### config.mk
export PLATFORM = sky130hd
export DESIGN_NAME = mux_pattern_gen
export DESIGN_NICKNAME = d
export VERILOG_FILES = /design/src/rtl/mux_pg_pkg.sv /design/src/rtl/mux_pg_checker.sv /design/src/rtl/mux_pattern_gen.sv
export SDC_FILE = /design/constraint.sdc
export NUM_CORES = 1
export LEC_CHECK = 0
export ABC_AREA = 1
export CORE_MARGIN = 4
export CORE_UTILIZATION = 32
export DETAILED_ROUTE_END_ITERATION = 16
export MAX_ROUTING_LAYER = met4
export REMOVE_ABC_BUFFERS = 1
export SYNTH_ARGS = -nofsm -noshare
export SYNTH_HDL_FRONTEND = slang
export SYNTH_HIERARCHICAL = 1
export SYNTH_SLANG_ARGS = --single-unit
### constraint.sdc
create_clock -name clk -period 1.57 [get_ports clk]
set_input_delay 0.314 -clock clk [delete_from_list [all_inputs] [get_ports clk]]
set_output_delay 0.314 -clock clk [all_outputs]
set_load 0.02 [all_outputs]
### src/rtl/mux_pg_pkg.sv
// Shared types and helpers for the 2:1 mux pattern generator / self-check block.
package mux_pg_pkg;

  typedef enum logic [1:0] {
    IDLE  = 2'd0,
    DRIVE = 2'd1,
    DONE  = 2'd2
  } state_t;

  localparam int NUM_VEC = 8;

  // Golden 2:1 mux response for vector {s,b,a}.
  function automatic logic exp_f(input logic [2:0] idx);
    return idx[2] ? idx[1] : idx[0];
  endfunction

endpackage

### src/rtl/mux_pg_checker.sv
// Compares the sampled mux output against the golden value and keeps the
// saturating mismatch count plus the sticky first-failure record.
module mux_pg_checker
  import mux_pg_pkg::*;
#(
  parameter int CNT_W = 8
) (
  input  logic             clk,
  input  logic             rst_n,
  input  logic             clear,
  input  logic             strobe,
  input  logic             f,
  input  logic             exp,
  input  logic [2:0]       idx,
  output logic [CNT_W-1:0] err_cnt,
  output logic             fail,
  output logic [2:0]       first_fail_idx
);

  localparam logic [CNT_W-1:0] CNT_MAX = '1;

  always_ff @(posedge clk) begin
    if (!rst_n || clear) begin
      err_cnt        <= '0;
      fail           <= 1'b0;
      first_fail_idx <= 3'd0;
    end else if (strobe && (f != exp)) begin
      if (err_cnt != CNT_MAX) begin
        err_cnt <= err_cnt + 1'b1;
      end
      // Only the first mismatch of a run is recorded.
      if (!fail) begin
        fail           <= 1'b1;
        first_fail_idx <= idx;
      end
    end
  end

endmodule

### src/rtl/mux_pattern_gen.sv
// Walks all {s,b,a} vectors into a 2:1 mux, holding each for HOLD_CYCLES,
// and checks the mux output on the last hold cycle of every vector.
module mux_pattern_gen
  import mux_pg_pkg::*;
#(
  parameter int HOLD_CYCLES = 4,
  parameter int REPEAT      = 1,
  parameter int CNT_W       = 8
) (
  input  logic             clk,
  input  logic             rst_n,
  input  logic             start,
  input  logic             abort,
  input  logic             f,
  output logic             a,
  output logic             b,
  output logic             s,
  output logic             busy,
  output logic             done,
  output logic [CNT_W-1:0] err_cnt,
  output logic             fail,
  output logic [2:0]       first_fail_idx
);

  if (HOLD_CYCLES < 2 || HOLD_CYCLES > 255) begin : g_bad_hold
    $error("mux_pattern_gen: HOLD_CYCLES must be in 2..255");
  end
  if (REPEAT < 1 || REPEAT > 15) begin : g_bad_repeat
    $error("mux_pattern_gen: REPEAT must be in 1..15");
  end

  localparam logic [7:0] HOLD_LAST = 8'(HOLD_CYCLES - 1);
  localparam logic [3:0] PASS_LAST = 4'(REPEAT - 1);
  localparam logic [2:0] IDX_LAST  = 3'(NUM_VEC - 1);

  state_t     state_reg, state_next;
  logic [7:0] hold_reg, hold_next;
  logic [2:0] idx_reg, idx_next;
  logic [3:0] pass_reg, pass_next;
  logic [2:0] vec_reg, vec_next;
  logic       busy_reg, busy_next;
  logic       done_reg, done_next;

  logic last_hold;
  logic run_start;
  logic cmp_strobe;

  assign last_hold  = (hold_reg == HOLD_LAST);
  assign run_start  = (state_reg == IDLE) && start && !abort;
  assign cmp_strobe = (state_reg == DRIVE) && last_hold;

  always_ff @(posedge clk) begin
    if (!rst_n) begin
      state_reg <= IDLE;
      hold_reg  <= 8'd0;
      idx_reg   <= 3'd0;
      pass_reg  <= 4'd0;
      vec_reg   <= 3'd0;
      busy_reg  <= 1'b0;
      done_reg  <= 1'b0;
    end else begin
      state_reg <= state_next;
      hold_reg  <= hold_next;
      idx_reg   <= idx_next;
      pass_reg  <= pass_next;
      vec_reg   <= vec_next;
      busy_reg  <= busy_next;
      done_reg  <= done_next;
    end
  end

  // vec_next is the {s,b,a} value that will be on the pins next cycle.
  always_comb begin
    state_next = state_reg;
    hold_next  = hold_reg;
    idx_next   = idx_reg;
    pass_next  = pass_reg;
    vec_next   = 3'd0;
    busy_next  = 1'b0;
    done_next  = 1'b0;
    case (state_reg)
      IDLE: begin
        if (run_start) begin
          state_next = DRIVE;
          hold_next  = 8'd0;
          idx_next   = 3'd0;
          pass_next  = 4'd0;
          busy_next  = 1'b1;
        end
      end
      DRIVE: begin
        if (abort) begin
          state_next = IDLE;
        end else if (!last_hold) begin
          hold_next = hold_reg + 8'd1;
          vec_next  = idx_reg;
          busy_next = 1'b1;
        end else if (idx_reg != IDX_LAST) begin
          hold_next = 8'd0;
          idx_next  = idx_reg + 3'd1;
          vec_next  = idx_reg + 3'd1;
          busy_next = 1'b1;
        end else if (pass_reg != PASS_LAST) begin
          hold_next = 8'd0;
          idx_next  = 3'd0;
          pass_next = pass_reg + 4'd1;
          busy_next = 1'b1;
        end else begin
          state_next = DONE;
          done_next  = 1'b1;
        end
      end
      DONE: begin
        state_next = IDLE;
      end
      default: begin
        state_next = IDLE;
      end
    endcase
  end

  assign a    = vec_reg[0];
  assign b    = vec_reg[1];
  assign s    = vec_reg[2];
  assign busy = busy_reg;
  assign done = done_reg;

  mux_pg_checker #(
    .CNT_W(CNT_W)
  ) u_checker (
    .clk            (clk),
    .rst_n          (rst_n),
    .clear          (run_start),
    .strobe         (cmp_strobe),
    .f              (f),
    .exp            (exp_f(idx_reg)),
    .idx            (idx_reg),
    .err_cnt        (err_cnt),
    .fail           (fail),
    .first_fail_idx (first_fail_idx)
  );

endmodule

==> flow_metrics.env <==
export IMPL_yosys_warnings=6
export IMPL_synth_ff_latch_count=34
export IMPL_yosysTopAreaCellShare_pct=35.3
export IMPL_final_setup_skew_ps=2.00
export IMPL_yosys_cell_count_top_type="sky130_fd_sc_hd__nand2_1"
export IMPL_worst_setup_path_endpoint="u_checker/err_cnt[7]$_SDFFE_PP0P_"
export IMPL_synth_top_area_cells="sky130_fd_sc_hd__dfxtp_1 (35%), sky130_fd_sc_hd__nand2_1 (14%), sky130_fd_sc_hd__nor2_1 (11%), sky130_fd_sc_hd__inv_1 (7.6%), sky130_fd_sc_hd__nand3_1 (7.3%)"
export IMPL_fin_crit_sh_pct=96.6
export IMPL_detail_route_wl_per_cell_um=10.3
export IMPL_max_cap_violations=0
export IMPL_horizontal_extent_of_the_die_um=85.6
export IMPL_remaining_antenna_violation_count=0
export IMPL_drc=0
export IMPL_cp_common_cell="sky130_fd_sc_hd__nand2_2"
export IMPL_post_route_util_pct=44.7
export IMPL_start_util_pct=32.8
export IMPL_crit_slowest_cell="sky130_fd_sc_hd__dfxtp_2"
export IMPL_grt_setup_unrepaired="true"
export IMPL_cts_buffer_depth=2
export IMPL_worst_path_buf_inv=0
export IMPL_areaGrowthSynthToFinish_pct=36.5
export IMPL_rd_place_congestion=0.870
export IMPL_fmax_ghz=0.659
export IMPL_place_ws_ps=-57.5
export IMPL_category_of_the_worst_setup_path_capture_point="flop"
export IMPL_power_per_cell_area_mw_per_mm2=710
export IMPL_cp_required_ps=1750
export IMPL_cp_slowest_stage_delay_ps=360
export IMPL_final_nets=360
export IMPL_min_delay_path_class="reg -> reg"
export IMPL_clock_sinks=34
export IMPL_cp_top_family="simple AND/OR/NAND/NOR gates"
export IMPL_crit_type="reg -> reg"
export IMPL_die_height_um=85.6
export IMPL_io_buffers=21
export IMPL_antenna_diode_count=0
export IMPL_synth_top_flop_cell="sky130_fd_sc_hd__dfxtp_1"
export IMPL_wl_met3_um=238
export IMPL_r2r_worst_path_cells=10
export IMPL_floorplan_io_pins=22
export IMPL_grt_ovfl_total=0
export IMPL_drive_above_1_share_pct=22.6
export IMPL_largest_net_degree_at_the_start_of_global_routing=17
export IMPL_cts_htree_levels=2
export IMPL_path_depth=10
export IMPL_tritoncts="built"
export IMPL_period_needed_ps=1520
export IMPL_met1Wirelength_mm=2.18
export IMPL_yosysSeqAreaShare_pct=35.3
export IMPL_cellLeakagePower_nw=1.24
export IMPL_core_area_mm2=0.00589
export IMPL_worstReg2RegEnd="u_checker/err_cnt[7]$_SDFFE_PP0P_"
export IMPL_clkLatencyLatePin_ps=280
export IMPL_critical_path_peak_fanout=8
export IMPL_run_status="completed"
export IMPL_drt_first_pass_iters=4
export IMPL_grt_pass1_vias=1679
export IMPL_detailed_place_hpwl_mm=3.27
export IMPL_globalRouteTotalUtil_pct=12.7
export IMPL_critical_path_startpoint="hold_reg[0]$_SDFFE_PN0P_"
export IMPL_timing_max_slew_rel_slack_pct=80.9
export IMPL_drt_initial_drc_count=76
export IMPL_timing_critical_path_arrival_ps=1700
export IMPL_crit_path_start_kind="flop"
export IMPL_syn_area_per_cell_um2=6.54
export IMPL_avgViaCountPerCell=4.55
export IMPL_ir_worst_vdd_mv=0.430
export IMPL_timing_final_hold_violations=0
export IMPL_wl_met2_mm=1.96
export IMPL_clk_pin_slew_ps=70
export IMPL_totalNegativeSetupSlack_ps=0
export IMPL_grt_first_pass_wirelength_mm=7.55
export IMPL_regToRegStartpoint="hold_reg[0]$_SDFFE_PN0P_"
export IMPL_slew_viol_final=0
export IMPL_finalWirelength_mm=4.40
export IMPL_initial_antenna_violation_count=0
export IMPL_most_frequent_cells_after_synthesis="sky130_fd_sc_hd__nand2_1 (74), sky130_fd_sc_hd__nor2_1 (59), sky130_fd_sc_hd__inv_1 (39), sky130_fd_sc_hd__dfxtp_1 (34), sky130_fd_sc_hd__nand3_1 (28)"
export IMPL_tritoncts_num_buffers=5
export IMPL_netlist_cell_type_count=26
export IMPL_rows=28
export IMPL_synth_enable_flop_cells=0
export IMPL_holdBufCountCts=0
export IMPL_crit_path_cell_trace="ha_4 -> nand2_2 -> nor2_2 -> nand2_2 -> nor2_2 -> nand2_2 -> nor2_4 -> nand3_1 -> nor2_1 -> nor2_1"
export IMPL_timing_reg2reg_setup_slack_ps=50
export IMPL_highest_signal_layer="met4"
export IMPL_detailroute_via_count=1932
export IMPL_fin_ws_ps=53.7
export IMPL_timing_worst_slew_pin_value_ps=286
export IMPL_floorplan_die_area_mm2=0.00733
export IMPL_post_synth_instance_area_mm2=0.00193
export IMPL_setup_viol=0
export IMPL_syn_inst=295
export IMPL_totalPowerFinal_mw=1.87
export IMPL_share_of_synthesized_flip_flops_with_an_asynchronous_set_or_reset_pct=0
export IMPL_cts_root_buffer_cell="sky130_fd_sc_hd__clkbuf_8"
export IMPL_synth_largest_area_cell="sky130_fd_sc_hd__dfxtp_1"
## worst min path at each step
stage,startpoint,to,slack [ps],depth (start not counted)
2_1_floorplan,rst_n,pass_reg[3]$_SDFFE_PN0P_,430,2
3_3_place_gp,u_checker/first_fail_idx[2]$_SDFFE_PP0P_,u_checker/first_fail_idx[2]$_SDFFE_PP0P_,450,2
3_5_place_dp,u_checker/first_fail_idx[0]$_SDFFE_PP0P_,u_checker/first_fail_idx[0]$_SDFFE_PP0P_,460,2
4_1_cts,u_checker/first_fail_idx[0]$_SDFFE_PP0P_,u_checker/first_fail_idx[0]$_SDFFE_PP0P_,470,2
5_1_grt,u_checker/first_fail_idx[1]$_SDFFE_PP0P_,u_checker/first_fail_idx[1]$_SDFFE_PP0P_,490,2
6_report,u_checker/first_fail_idx[2]$_SDFFE_PP0P_,u_checker/first_fail_idx[2]$_SDFFE_PP0P_,470,2
## placed cells by master, fill, tap and decap left out, types with 2 or more instances in the layout
master                            count
sky130_fd_sc_hd__a211oi_1             3
sky130_fd_sc_hd__a21oi_1              8
sky130_fd_sc_hd__a21oi_2              2
sky130_fd_sc_hd__buf_4               26
sky130_fd_sc_hd__buf_6                2
sky130_fd_sc_hd__clkbuf_8             6
sky130_fd_sc_hd__clkdlybuf4s50_1      9
sky130_fd_sc_hd__dfxtp_1             30
sky130_fd_sc_hd__dfxtp_2              4
sky130_fd_sc_hd__dlygate4sd2_1        6
sky130_fd_sc_hd__dlymetal6s2s_1       6
sky130_fd_sc_hd__ha_1                 4
sky130_fd_sc_hd__inv_1               38
sky130_fd_sc_hd__inv_2                3
sky130_fd_sc_hd__nand2_1             67
sky130_fd_sc_hd__nand2_2             13
sky130_fd_sc_hd__nand2_4              3
sky130_fd_sc_hd__nand3_1             27
sky130_fd_sc_hd__nand3_2              4
sky130_fd_sc_hd__nand3_4              2
sky130_fd_sc_hd__nand4_1              6
sky130_fd_sc_hd__nor2_1              56
sky130_fd_sc_hd__nor2_2               3
sky130_fd_sc_hd__nor2_4               6
sky130_fd_sc_hd__nor3_1               2
sky130_fd_sc_hd__nor4_1               2
sky130_fd_sc_hd__o21ai_1              2
sky130_fd_sc_hd__xor2_1               2
## cell families after synthesis
logic type / after synthesis / share of synthesized area, %
AO/OA/AOI/OAI: 16 / 4.74
XOR/XNOR: 2 / 0.909
AND/OR/NAND/NOR: 190 / 44.8
adder cells (fa/ha/maj): 6 / 3.89
flip-flops: 34 / 35.3
buffers and inverters: 47 / 10.3
## repair_timing
item,4_1_cts,5_1_grt
endpoints found under the setup margin,10,30
endpoints found under the hold margin,0,0
setup buffers,0,3
pin swaps,0,12
cloned,0,2
resized for setup,8,31
## report_power, final
group	internal (mW)	switching [mW]
Combinational	0.114	0.159
Sequential	0.889	0.0209
Clock	0.353	0.332
Total	1.36	0.513
## per-stage QoR
step	hold WS, ps	cells	cell area [um2]
floorplan	434	290	1890
global placement	451	412	2400
detailed placement	458	412	2400
CTS	470	420	2490
global route	492	425	2630
finish	469	425	2630
## metal layers
layer,vias up,global-route usage (%)
met5,-,-
met4,0,2.30
li1,1028,-
met2,39,19.2
met3,5,3.07
met1,860,17.5
## worst register-to-register path, delay by kind of cell, from the launching register on
family / cells / cell delay (ps)
DFF: 1 / 360
and+or+nand+nor: 9 / 920
adders and majority gates: 1 / 140
## area by class of cell
type                       instances  area, um2
fill                             611       3250
multi-input combinational        216       1140
sequential                        34        686
timing repair buffer              50        455
inverter                          42        158
tap                               75       93.8
clock buffer                       6       82.6
clock inverter                     2       12.5
Power figures use the tool's default switching activity.
